`src/rtl/eth_frame_gen.sv`:
```
// Ethernet frame generator feeding the 1G MAC TX AXI-Stream: 14-byte header, counting payload, idle gap.
// Optional ETH_FRAME_GEN_SEQNUM_EN puts the frame number in the first four payload bytes.
module eth_frame_gen #(
    parameter int PAYLOAD_W = 11,
    parameter int GAP_W     = 16
) (
    input  logic                 gtx_clk,
    input  logic                 gtx_rst,
    input  logic                 enable,
    input  logic [47:0]          dst_mac,
    input  logic [47:0]          src_mac,
    input  logic [15:0]          ethertype,
    input  logic [PAYLOAD_W-1:0] payload_len,
    input  logic [GAP_W-1:0]     gap_cycles,
    output logic                 busy,
    output logic [31:0]          frame_count,
    output logic [7:0]           tx_axis_tdata,
    output logic                 tx_axis_tvalid,
    output logic                 tx_axis_tlast,
    output logic                 tx_axis_tuser,
    input  logic                 tx_axis_tready
);

    localparam logic [15:0] MIN_LEN = 16'd46;
    localparam logic [15:0] MAX_LEN = 16'd1500;

    typedef enum logic [1:0] {IDLE, HEADER, PAYLOAD, GAP} state_t;

    state_t             state_q;
    logic [111:0]       hdr_q;
    logic [15:0]        len_q;
    logic [15:0]        idx_q;
    logic [GAP_W-1:0]   gap_q;
    logic [GAP_W-1:0]   gapCnt_q;
    logic [7:0]         tdata_q;
    logic               tvalid_q;
    logic               tlast_q;
    logic               busy_q;
    logic [31:0]        frameCount_q;

    logic [15:0]        lenExt_d;
    logic [15:0]        lenClamp_d;
    logic [15:0]        idxNext_d;
    logic [7:0]         payNext_d;
    logic [7:0]         payFirst_d;
    logic               handshake_d;

    assign lenExt_d    = 16'(payload_len);
    assign lenClamp_d  = (lenExt_d < MIN_LEN) ? MIN_LEN :
                         (lenExt_d > MAX_LEN) ? MAX_LEN : lenExt_d;
    assign idxNext_d   = idx_q + 16'd1;
    assign handshake_d = tvalid_q & tx_axis_tready;

`ifdef ETH_FRAME_GEN_SEQNUM_EN
    logic [31:0] seq_q;

    // Frame number as seen at frame start, sent big-endian in payload bytes 0..3.
    always_ff @(posedge gtx_clk or posedge gtx_rst) begin
        if (gtx_rst) begin
            seq_q <= 32'd0;
        end else if (state_q == IDLE && enable) begin
            seq_q <= frameCount_q;
        end
    end

    always_comb begin
        payNext_d = idxNext_d[7:0];
        if (idxNext_d < 16'd4) begin
            case (idxNext_d[1:0])
                2'd1:    payNext_d = seq_q[23:16];
                2'd2:    payNext_d = seq_q[15:8];
                2'd3:    payNext_d = seq_q[7:0];
                default: payNext_d = seq_q[31:24];
            endcase
        end
    end

    assign payFirst_d = seq_q[31:24];
`else
    assign payNext_d  = idxNext_d[7:0];
    assign payFirst_d = 8'h00;
`endif

    // hdr_q holds the header bytes still to be sent, next one in the top byte.
    always_ff @(posedge gtx_clk or posedge gtx_rst) begin
        if (gtx_rst) begin
            state_q      <= IDLE;
            hdr_q        <= '0;
            len_q        <= 16'd0;
            idx_q        <= 16'd0;
            gap_q        <= '0;
            gapCnt_q     <= '0;
            tdata_q      <= 8'h00;
            tvalid_q     <= 1'b0;
            tlast_q      <= 1'b0;
            busy_q       <= 1'b0;
            frameCount_q <= 32'd0;
        end else begin
            case (state_q)
                IDLE: begin
                    if (enable) begin
                        state_q  <= HEADER;
                        busy_q   <= 1'b1;
                        hdr_q    <= {dst_mac[39:0], src_mac, ethertype, 8'h00};
                        len_q    <= lenClamp_d;
                        gap_q    <= gap_cycles;
                        idx_q    <= 16'd0;
                        tdata_q  <= dst_mac[47:40];
                        tvalid_q <= 1'b1;
                        tlast_q  <= 1'b0;
                    end
                end
                HEADER: begin
                    if (handshake_d) begin
                        if (idx_q == 16'd13) begin
                            state_q <= PAYLOAD;
                            idx_q   <= 16'd0;
                            tdata_q <= payFirst_d;
                        end else begin
                            idx_q   <= idxNext_d;
                            tdata_q <= hdr_q[111:104];
                            hdr_q   <= {hdr_q[103:0], 8'h00};
                        end
                    end
                end
                PAYLOAD: begin
                    if (handshake_d) begin
                        if (tlast_q) begin
                            frameCount_q <= frameCount_q + 32'd1;
                            tvalid_q     <= 1'b0;
                            tlast_q      <= 1'b0;
                            tdata_q      <= 8'h00;
                            if (gap_q != '0) begin
                                state_q  <= GAP;
                                gapCnt_q <= gap_q;
                            end else begin
                                state_q  <= IDLE;
                                busy_q   <= 1'b0;
                            end
                        end else begin
                            idx_q   <= idxNext_d;
                            tdata_q <= payNext_d;
                            tlast_q <= (idxNext_d == len_q - 16'd1);
                        end
                    end
                end
                GAP: begin
                    if (gapCnt_q == GAP_W'(1)) begin
                        state_q <= IDLE;
                        busy_q  <= 1'b0;
                    end else begin
                        gapCnt_q <= gapCnt_q - GAP_W'(1);
                    end
                end
                default: begin
                    state_q <= IDLE;
                    busy_q  <= 1'b0;
                end
            endcase
        end
    end

    assign busy           = busy_q;
    assign frame_count    = frameCount_q;
    assign tx_axis_tdata  = tdata_q;
    assign tx_axis_tvalid = tvalid_q;
    assign tx_axis_tlast  = tlast_q;
    assign tx_axis_tuser  = 1'b0;

endmodule

```
`config.mk`:
```
export PLATFORM = sky130hd
export DESIGN_NAME = eth_frame_gen
export DESIGN_NICKNAME = d
export VERILOG_FILES = /design/src/rtl/eth_frame_gen.sv
export SDC_FILE = /design/constraint.sdc
export NUM_CORES = 1
export LEC_CHECK = 0
export ABC_AREA = 1
export BUFFER_PORTS_ARGS = -buffer_cell sky130_fd_sc_hd__buf_2
export CELL_PAD_IN_SITES_DETAIL_PLACEMENT = 0
export CELL_PAD_IN_SITES_GLOBAL_PLACEMENT = 1
export CORE_MARGIN = 10
export CORE_UTILIZATION = 42
export DETAILED_ROUTE_END_ITERATION = 7
export PLACE_DENSITY = 0.87
export SLEW_MARGIN = 5
export SYNTH_ARGS = -nofsm -noshare
export SYNTH_HDL_FRONTEND = slang
export SYNTH_SLANG_ARGS = --single-unit
```
`constraint.sdc`:
```
create_clock -name gtx_clk -period 9.2 [get_ports gtx_clk]
set_input_delay 2.3 -clock gtx_clk [delete_from_list [all_inputs] [get_ports gtx_clk]]
set_output_delay 2.3 -clock gtx_clk [all_outputs]
set_load 0.05 [all_outputs]
```
=== After elaboration in Yosys (flattened, before gate mapping) ===
Cells that the tools add are included.

* Register bits after elaboration: 221
* Input port bits: 143
* Output and inout bits: 44
* Word-level logic and storage cells: 96

* Magnitude comparators: 2
* Equal/unequal tests: 17
* Reductions and logical operators: 17
* Bitwise gates (word level): 1
* Mux-type cells: 44
* Add/subtract/negate cells: 4

{| class="wikitable"
|+ Operator list
! cell !! count
|-
| 112-bit 2-to-1 mux || 3
|-
| 112-bit case mux with 2 select lines || 1
|-
| 16-bit 2-to-1 mux || 9
|-
| 16-bit case mux with 3 select lines || 1
|-
| 8-bit 2-to-1 mux || 5
|-
| 32-bit by 1-bit adder with 32-bit output (second input constant) || 1
|-
| 16-bit case mux with 2 select lines || 1
|-
| 16-bit by 1-bit subtractor with 16-bit output (second input constant) || 2
|-
| 8-bit case mux with 3 select lines || 1
|-
| 11-bit 2-to-1 mux || 2
|-
| 2-bit != test (second input constant) || 11
|-
| 16-bit by 1-bit adder with 16-bit output (second input constant) || 1
|-
| 16-bit by 1-bit == test with 1-bit output (second input constant) || 1
|-
| 16-bit == test || 1
|-
| 16-bit by 4-bit == test with 1-bit output (second input constant) || 1
|-
| 16-bit nonzero test || 1
|-
| 2-bit 2-to-1 mux || 7
|-
| 4-bit AND reduction || 3
|-
| 6-bit AND reduction || 2
|-
| 11-bit > comparator (second input constant) || 1
|-
| 11-bit by 6-bit less-than comparator with 1-bit output (second input constant) || 1
|-
| 1-bit 2-to-1 mux || 10
|-
| 5-bit AND reduction || 2
|-
| 2-bit case mux with 4 select lines || 1
|-
| other kinds (10) || 16
|}

=== Logic depth before layout (Yosys ltp) ===
Gate-level depths: netlist of the first run.

* Word-level depth: 5
* Gate-level depth with buffers: 13

=== Worst setup path after synthesis of the first run ===
Ideal clock, no wire load.

* Kind: input to register
* Start point: input port tx_axis_tready
* End point: register frameCount_q[31], in the netlist frame_count[31]
* Slack: 5,623 ps
* Data arrival time: 3,437 ps
* Path buffers: 0
* Stages on the path: 8
* Cells stage by stage: nand2_2 nor2_4 nand2_2 nor3_4 nand4_4 nor3_2 nand2_1 xnor2_1

* Cells in the longest elaborated chain, start to end: 2

{| class="wikitable"
|+ RTL lines
! what !! line !! source
|-
| start, declared || 21 || <nowiki>input logic tx_axis_tready</nowiki>
|-
| 1-bit AND || 52 || <nowiki>assign handshake_d = tvalid_q & tx_axis_tready;</nowiki>
|-
| 3-bit AND reduction (no source line) || - ||
|-
| end signal, assigned || 129 || <nowiki>frameCount_q <= frameCount_q + 32'd1;</nowiki>
|-
| end, declared || 39 || <nowiki>logic [31:0] frameCount_q;</nowiki>
|}

No other way between the ends.
A chain may end at the register's enable or synchronous reset.

=== Final worst setup path of the first run ===
* Start point: register state_q[1]
* End point: register hdr_q[51]

* Cells in the longest elaborated chain, start to end: 3

{| class="wikitable"
|+ RTL lines
! what !! line !! source
|-
| start, declared || 29 || <nowiki>state_t state_q;</nowiki>
|-
| start signal, assigned || 87 || <nowiki>state_q <= IDLE;</nowiki>
|-
| start signal, assigned || 102 || <nowiki>state_q <= HEADER;</nowiki>
|-
| start signal, assigned || 116 || <nowiki>state_q <= PAYLOAD;</nowiki>
|-
| 2-bit by 1-bit == test with 1-bit output / 2-bit logical NOT (equally long branches) || 99 || <nowiki>case (state_q)</nowiki>
|-
| 2-bit != test (no source line) / 2-bit nonzero test (equally long branches) || - ||
|-
| 4-bit AND reduction (no source line) || - ||
|-
| end signal, assigned || 104 || <nowiki>hdr_q <= {dst_mac[39:0], src_mac, ethertype, 8'h00};</nowiki>
|-
| end signal, assigned || 122 || <nowiki>hdr_q <= {hdr_q[103:0], 8'h00};</nowiki>
|-
| end, declared || 30 || <nowiki>logic [111:0] hdr_q;</nowiki>
|}

Parallel ways exist; a longest one is shown, timed or not.

==> results of run 1 <==
==> state kept, by name (all words and copies together), names as in the netlist <==
| register | cells |
|---|---|
| tx_axis_tlast | 1 |
| state_q | 2 |
| tx_axis_tdata | 8 |
| hdr_q | 104 |
| frame_count | 32 |
| tx_axis_tvalid | 1 |
| idx_q | 16 |
| gap_q | 16 |
| busy | 1 |
| len_q | 11 |
| gapCnt_q | 16 |
==> worst max path at each step <==
stage | from | end | slack [ns] | cells after the start
floorplan | gtx_rst | busy | 1.22 | 1
global placement | enable | idx_q[0] | 4.60 | 7
detailed placement | enable | idx_q[14] | 4.47 | 7
CTS | state_q[1] | hdr_q[68] | 4.85 | 7
global route | state_q[1] | hdr_q[50] | 4.49 | 7
finish | state_q[1] | hdr_q[51] | 4.90 | 7
==> layer usage <==
metal / vias up / share of wire, %
met5: - / 0.045
met4: 2 / 2.4
met3: 50 / 5.5
met2: 221 / 46
met1: 4294 / 46
li1: 4679 / -
==> cell families (layout without fill, tap and decap cells) <==
family                   Yosys count  count (layout)  synth area share, %
AND/OR/NAND/NOR                  563             563                 21.6
AO/OA/AOI/OAI                    227             227                 11.2
flip-flops                       208             208                 47.4
buffers and inverters            175             356                 6.39
multiplexers                      98              98                 8.95
XOR/XNOR                          41              41                 3.27
adder cells (fa/ha/maj)           10              10                 1.14
other                              1               4               0.0342
==> where the power goes <==
| part | switching, mW | internal (mW) |
|---|---|---|
| clock network | 0.393 | 0.543 |
| logic | 1.02 | 0.545 |
| registers | 0.226 | 1.26 |
==> critical path: cells and delay by family, from the launching register on <==
| family | cells | cell delay, ns |
|---|---|---|
| AO/OA/AOI/OAI | 2 | 0.54 |
| buffers and inverters | 3 | 1.97 |
| flip-flops | 1 | 0.41 |
| adder cells (fa/ha/maj) | 1 | 0.65 |
| AND/OR/NAND/NOR | 1 | 0.48 |
==> area by class of cell <==
| class | instances | area, um2 | area share (%) |
|---|---|---|---|
| sequential | 208 | 5200 | 40.3 |
| multi-input combinational | 940 | 5090 | 39.4 |
| timing repair buffer | 188 | 948 | 7.34 |
| clock buffer | 37 | 721 | 5.58 |
| inverter | 123 | 469 | 3.63 |
| tap | 335 | 419 | 3.24 |
| clock inverter | 8 | 55.1 | 0.426 |
| antenna | 3 | 7.51 | 0.0581 |
==> metrics by stage <==
| step | hold slack, ns | cells | setup slack (ns) | power (mW) | utilization, % |
|---|---|---|---|---|---|
| floorplan | 0.442 | 1323 | 1.22 | 2.71 | - |
| global placement | 0.453 | 1794 | 4.60 | 3.03 | 46.8 |
| detailed placement | 0.465 | 1794 | 4.47 | 3.09 | 46.8 |
| CTS | 0.480 | 1839 | 4.85 | 4.04 | 49.8 |
| global route | 0.504 | 1840 | 4.49 | 4.33 | 49.8 |
| finish | 0.476 | 1842 | 4.90 | 3.99 | 49.9 |
==> layout by cell type (no fill, tap or decap), types with 10 or more instances in the layout <==
master / n
sky130_fd_sc_hd__a21oi_1: 15
sky130_fd_sc_hd__nor3_1: 14
sky130_fd_sc_hd__nand2_1: 361
sky130_fd_sc_hd__dfrtp_1: 208
sky130_fd_sc_hd__inv_1: 119
sky130_fd_sc_hd__nand4_1: 18
sky130_fd_sc_hd__nor2_1: 94
sky130_fd_sc_hd__xnor2_1: 10
sky130_fd_sc_hd__o21ai_0: 170
sky130_fd_sc_hd__nand3_1: 55
sky130_fd_sc_hd__clkbuf_16: 25
sky130_fd_sc_hd__xor2_1: 31
sky130_fd_sc_hd__buf_2: 185
sky130_fd_sc_hd__o22ai_1: 16
sky130_fd_sc_hd__mux2i_1: 97
==> flow_summary.rst, run 1 <==
.. list-table::
   :header-rows: 1

   * - Metric
     - Value
   * - Result of the run
     - completed
   * - I/O Pins
     - 187
   * - Leak Pwr
     - 6.41 nW
   * - Cell Area, Synth
     - 11000 um2
   * - Accumulated negative setup slack
     - 0 ns
   * - Fillcell total
     - 2501
   * - Finished layout cell area
     - 12900 um2
   * - Endpoint of the worst hold-timing path
     - frame_count[31]
   * - Worst path slowest cell
     - sky130_fd_sc_hd__buf_4
   * - Dominant synthesized flop cell
     - sky130_fd_sc_hd__dfrtp_1
   * - Top post-synthesis cells by count
     - sky130_fd_sc_hd__nand2_1, sky130_fd_sc_hd__dfrtp_1, sky130_fd_sc_hd__o21ai_0
   * - Hold Vio Cnt, Final
     - 0
   * - Die Wd
     - 182 um
   * - Number of antenna violations at the first check in global routing
     - 4
   * - Count of max-cap constraint violations
     - 0
   * - Syn avg cell area
     - 8.29 um2
   * - Total of endpoints with negative setup slack in the final report
     - 0
   * - Ratio of cells with drive above 1 in the final layout
     - 16.7%
   * - Number of detailed-routing iterations run before antenna repair
     - 5
   * - Fraction of the yosys area taken by sequential cells
     - 47.4%
   * - Reg clk slew, reported paths
     - 0.06 ns
   * - Synth Net Count
     - 1476
   * - Power density over cell area
     - 309 nW/um2
   * - TritonCTS clock tree
     - built
   * - Gate count of the mapped netlist
     - 1323
   * - Number of storage elements in the synthesis netlist
     - 208
   * - Hold crit path type
     - reg -> reg
   * - Proportion of netlist area held by the largest area contributor
     - 47.4%
   * - TritonCTS buffer count
     - 25
   * - R2R setup slack
     - 4.90 ns
   * - Number of library cell types mapped by synthesis
     - 47
   * - Detailed-route wire length per cell
     - 15.7 um
   * - Crit path kind
     - reg -> reg
   * - Port bufs
     - 185
   * - Kind of end point of the critical path
     - flop
   * - Clock Tree Root
     - sky130_fd_sc_hd__clkbuf_16
   * - Routability cong.
     - 0.848
   * - Fraction of registers with async set/reset
     - 100%
   * - Final ANT Viol Nets
     - 0
   * - Max H-tree Level
     - 1
   * - Max-slew headroom at the worst pin
     - 27.6%
   * - Number of cells on the worst reg-to-reg path
     - 7
   * - Origin of the critical flop-to-flop path
     - state_q[1]
   * - Tmin final
     - 4.30 ns
   * - GRT busiest layer
     - met2
   * - Starting Density
     - 42.3%
   * - Launch point of the worst hold path
     - frame_count[31]
   * - Floorplan die height
     - 182 um
   * - Overall routing resource usage
     - 17.0%
   * - Post-CTS Setup Bufs
     - 0
   * - Routed wire length
     - 28.9 mm
   * - Met2 Usage GRT
     - 26.9%
   * - Global-route wire length before repair
     - 47.7 mm
   * - Maximum number of pins on one net before global-route repair
     - 137
   * - Global Route met3 Usage
     - 3.92%
   * - Half-perimeter wire length after placement
     - 21.1 mm
   * - Clk sinks
     - 208
   * - Synth top area cells
     - sky130_fd_sc_hd__dfrtp_1, sky130_fd_sc_hd__nand2_1, sky130_fd_sc_hd__mux2i_1, sky130_fd_sc_hd__o21ai_0, sky130_fd_sc_hd__inv_1
   * - Number of global-route vias before repair
     - 9277
   * - Transition time at the pin with the least slew margin
     - 1.09 ns
   * - Data arrival time of the critical path
     - 4.65 ns
   * - Cts-stage hold buffer count
     - 0
   * - Max Clock Skew
     - 0.0108 ns
   * - Met1 track demand over resource in global routing
     - 22.7%
   * - Clock tree buffer depth
     - 3
   * - Drt via density
     - 5.02
   * - Warnings, synthesis
     - 0
   * - Total number of placement rows
     - 59
   * - Largest area contributor in the synthesized netlist
     - sky130_fd_sc_hd__dfrtp_1
   * - Critical Path Start Type
     - flop
   * - Period Utilization, post-route
     - 46.7%
   * - Cell chain of the critical path
     - inv_1 > ha_4 > buf_4 > o21ai_0 > nand3_4 > buf_4 > o21ai_0
   * - Number of gates resized after cts
     - 0
   * - Overall die area
     - 33000 um2
   * - Number of flops mapped to enable cells by yosys
     - 0
   * - Cell with the most instances after synthesis
     - sky130_fd_sc_hd__nand2_1
   * - Clock latency at the later pin of the worst-skew pair
     - 0.53 ns
   * - Maximum vdd drop
     - 196 uV
   * - Hold Crit Depth
     - 1
   * - Critical path peak fanout
     - 136
   * - Initial drt markers
     - 664
   * - Reg-to-reg endpoint
     - hdr_q[51]
   * - Data required time at the worst endpoint
     - 9.56 ns
   * - Total DRC errors in the routed layout
     - 0
   * - Synthesis-to-finish area growth
     - 17.7%
   * - RSZ-0062 raised after global routing
     - no
   * - Worst stage delay on the critical path
     - 0.94 ns
   * - Max-slew violations
     - 0
   * - DR vias
     - 9246
   * - Core region area
     - 25900 um2
   * - Remaining global-route overflow
     - 0
   * - Placed cell areas
     - 12100 um2
   * - Nets@finish
     - 1639
   * - Max frequency
     - 233 MHz
Note: power is estimated with default switching activity, not from simulation.
==> inputs of run 2 (changes only) <==
==> constraint.sdc (replaced) <==
create_clock -name gtx_clk -period 3.96 [get_ports gtx_clk]
set_input_delay 0.99 -clock gtx_clk [delete_from_list [all_inputs] [get_ports gtx_clk]]
set_output_delay 0.99 -clock gtx_clk [all_outputs]
set_load 0.05 [all_outputs]
==> flow_summary.rst, run 2 (synthesis results as in run 1) <==
.. list-table::
   :header-rows: 1

   * - Metric
     - Value
   * - Hold Vio Cnt, Final
     - 0
   * - Drt via density
     - 5.04
   * - Ratio of cells with drive above 1 in the final layout
     - 17.3%
   * - Max-slew headroom at the worst pin
     - 38.4%
   * - Critical Path Start Type
     - flop
   * - Clk sinks
     - 208
   * - Floorplan die height
     - 182 um
   * - Max Clock Skew
     - 0.00986 ns
   * - Nets@finish
     - 1645
   * - Critical path peak fanout
     - 63
   * - Final hold slack
     - 0.469 ns
   * - Cell family contributing the most delay on the critical path
     - simple AND/OR/NAND/NOR gates
   * - Crit path kind
     - reg -> reg
   * - Finished layout cell area
     - 13100 um2
   * - Launch point of the worst hold path
     - hdr_q[9]
   * - Total DRC errors in the routed layout
     - 0
   * - Launching instance or port of the critical path
     - state_q[1]
   * - Cell chain of the critical path
     - inv_1 > ha_4 > nand2_1 > o21ai_0 > nand3_4 > buf_4 > nand2_1 > o21ai_0
   * - Cts-stage hold buffer count
     - 0
   * - Origin of the critical flop-to-flop path
     - state_q[1]
   * - Total number of placement rows
     - 59
   * - Max frequency
     - 328 MHz
   * - Worst stage delay on the critical path
     - 0.66 ns
   * - TritonCTS buffer count
     - 25
   * - Clock Tree Root
     - sky130_fd_sc_hd__clkbuf_16
   * - Worst setup slack before clock tree synthesis
     - 0.912 ns
   * - Port bufs
     - 185
   * - Final ANT Viol Nets
     - 0
   * - Max-slew violations
     - 0
   * - Initial drt markers
     - 525
   * - Power density over cell area
     - 731 nW/um2
   * - Most frequent cells in the layout
     - sky130_fd_sc_hd__nand2_1, sky130_fd_sc_hd__dfrtp_1, sky130_fd_sc_hd__buf_2
   * - Accumulated negative setup slack
     - 0 ns
   * - Storage cell area
     - 5200 um2
   * - Synthesis-to-finish area growth
     - 19.6%
   * - Overall die area
     - 33000 um2
   * - Overall routing resource usage
     - 16.9%
   * - Clock tree buffer depth
     - 3
   * - Hold crit path type
     - reg -> reg
   * - Data arrival time of the critical path
     - 3.44 ns
   * - Number of detailed-routing iterations run before antenna repair
     - 6
   * - Detailed-route wire length per cell
     - 15.5 um
   * - I/O Pins
     - 187
   * - Post-layout worst setup margin
     - 0.911 ns
   * - Placed cell areas
     - 12200 um2
   * - TritonCTS clock tree
     - built
   * - Global-route wire length before repair
     - 47.3 mm
   * - Starting Density
     - 42.3%
   * - Remaining global-route overflow
     - 0
   * - Reg clk slew, reported paths
     - 0.06 ns
   * - Max FFs per register
     - 104
   * - Top register by number of flip-flops
     - hdr_q
   * - Max H-tree Level
     - 1
   * - Routed wire length
     - 28.6 mm
   * - Fillcell total
     - 2431
   * - Maximum vdd drop
     - 599 uV
   * - Post-CTS Setup Bufs
     - 0
   * - Routability cong.
     - 0.860
   * - Total of endpoints with negative setup slack in the final report
     - 0
   * - Result of the run
     - completed
   * - Period Utilization, post-route
     - 77.0%
   * - Number of gates resized after cts
     - 0
   * - Maximum number of pins on one net before global-route repair
     - 65
   * - Clock latency at the later pin of the worst-skew pair
     - 0.54 ns
   * - Half-perimeter wire length after placement
     - 21.5 mm
   * - Most common cell after layout, fill and taps aside
     - sky130_fd_sc_hd__nand2_1
   * - Pwr Total
     - 9.59 mW
   * - CP Buf/Inv Count
     - 2
   * - Number of global-route vias before repair
     - 9335
   * - Count of max-cap constraint violations
     - 0
   * - Multi-input gate area in the final layout
     - 5090 um2
   * - Tmin final
     - 3.05 ns
   * - Kind of end point of the critical path
     - flop
   * - Die Wd
     - 182 um
   * - Worst path slowest cell
     - sky130_fd_sc_hd__ha_4
   * - Leak Pwr
     - 6.49 nW
   * - Data required time at the worst endpoint
     - 4.36 ns
   * - Number of antenna violations at the first check in global routing
     - 5
   * - Transition time at the pin with the least slew margin
     - 0.924 ns
   * - RSZ-0062 raised after global routing
     - no
   * - DR vias
     - 9317
   * - Core region area
     - 25900 um2
-- run 2: changes by cell type in the layout (fill, tap and decap cells not counted), sizes merged --
cell | previous run | this run
buf | 188 | 194
clkinv | 8 | 3
clkinvlp | 0 | 4
bufinv | 0 | 3
diode | 3 | 1
clkbuf | 37 | 36
-- run 2: worst paths after layout --
check | endpoint | slack (ns) | cells past startpoint
min reg2reg | hdr_q[9] | 0.47 | 2
max reg2reg | hdr_q[43] | 0.91 | 8
max | hdr_q[43] | 0.91 | 8
min in group asynchronous | hdr_q[97] | 0.63 | 2
min | hdr_q[9] | 0.47 | 2
max in group asynchronous | hdr_q[59] | 2.52 | 3
-- run 2: report_power, final --
group / internal [mW] / switching (mW)
sequential: 2.94 / 0.499
combinational: 1.32 / 2.41
clock: 1.50 / 0.932
total: 5.75 / 3.84
-- run 2: cell type report --
cell class | instances | share of cell area [%]
Antenna cell | 1 | 0.0191
Clock buffer | 36 | 5.62
Clock inverter | 10 | 1.17
Inverter | 123 | 3.55
Multi-Input combinational cell | 940 | 38.8
Sequential cell | 208 | 39.7
Tap cell | 335 | 3.20
Timing Repair Buffer | 194 | 7.95
-- run 2: per-stage QoR --
stage                     std cells  util (%)
after floorplan                1323         -
final                          1847      50.6
after detailed placement       1800      47.2
after global placement         1800      47.2
after global routing           1846      50.6
after CTS                      1846      50.6
-- run 2: metal layers --
metal,vias up,part of all wire [%],track usage [%]
li1,4691,-,-
met1,4375,45,21.8
met2,205,47,27.7
met3,38,6.4,4.73
met4,8,1.8,3.68
met5,-,0.14,0
-- run 2: tightest hold or removal path, stage by stage, from the launching register on --
cell                      delay (ns)
sky130_fd_sc_hd__dfrtp_1        0.34
sky130_fd_sc_hd__nand2_1        0.05
sky130_fd_sc_hd__nand2_1        0.05
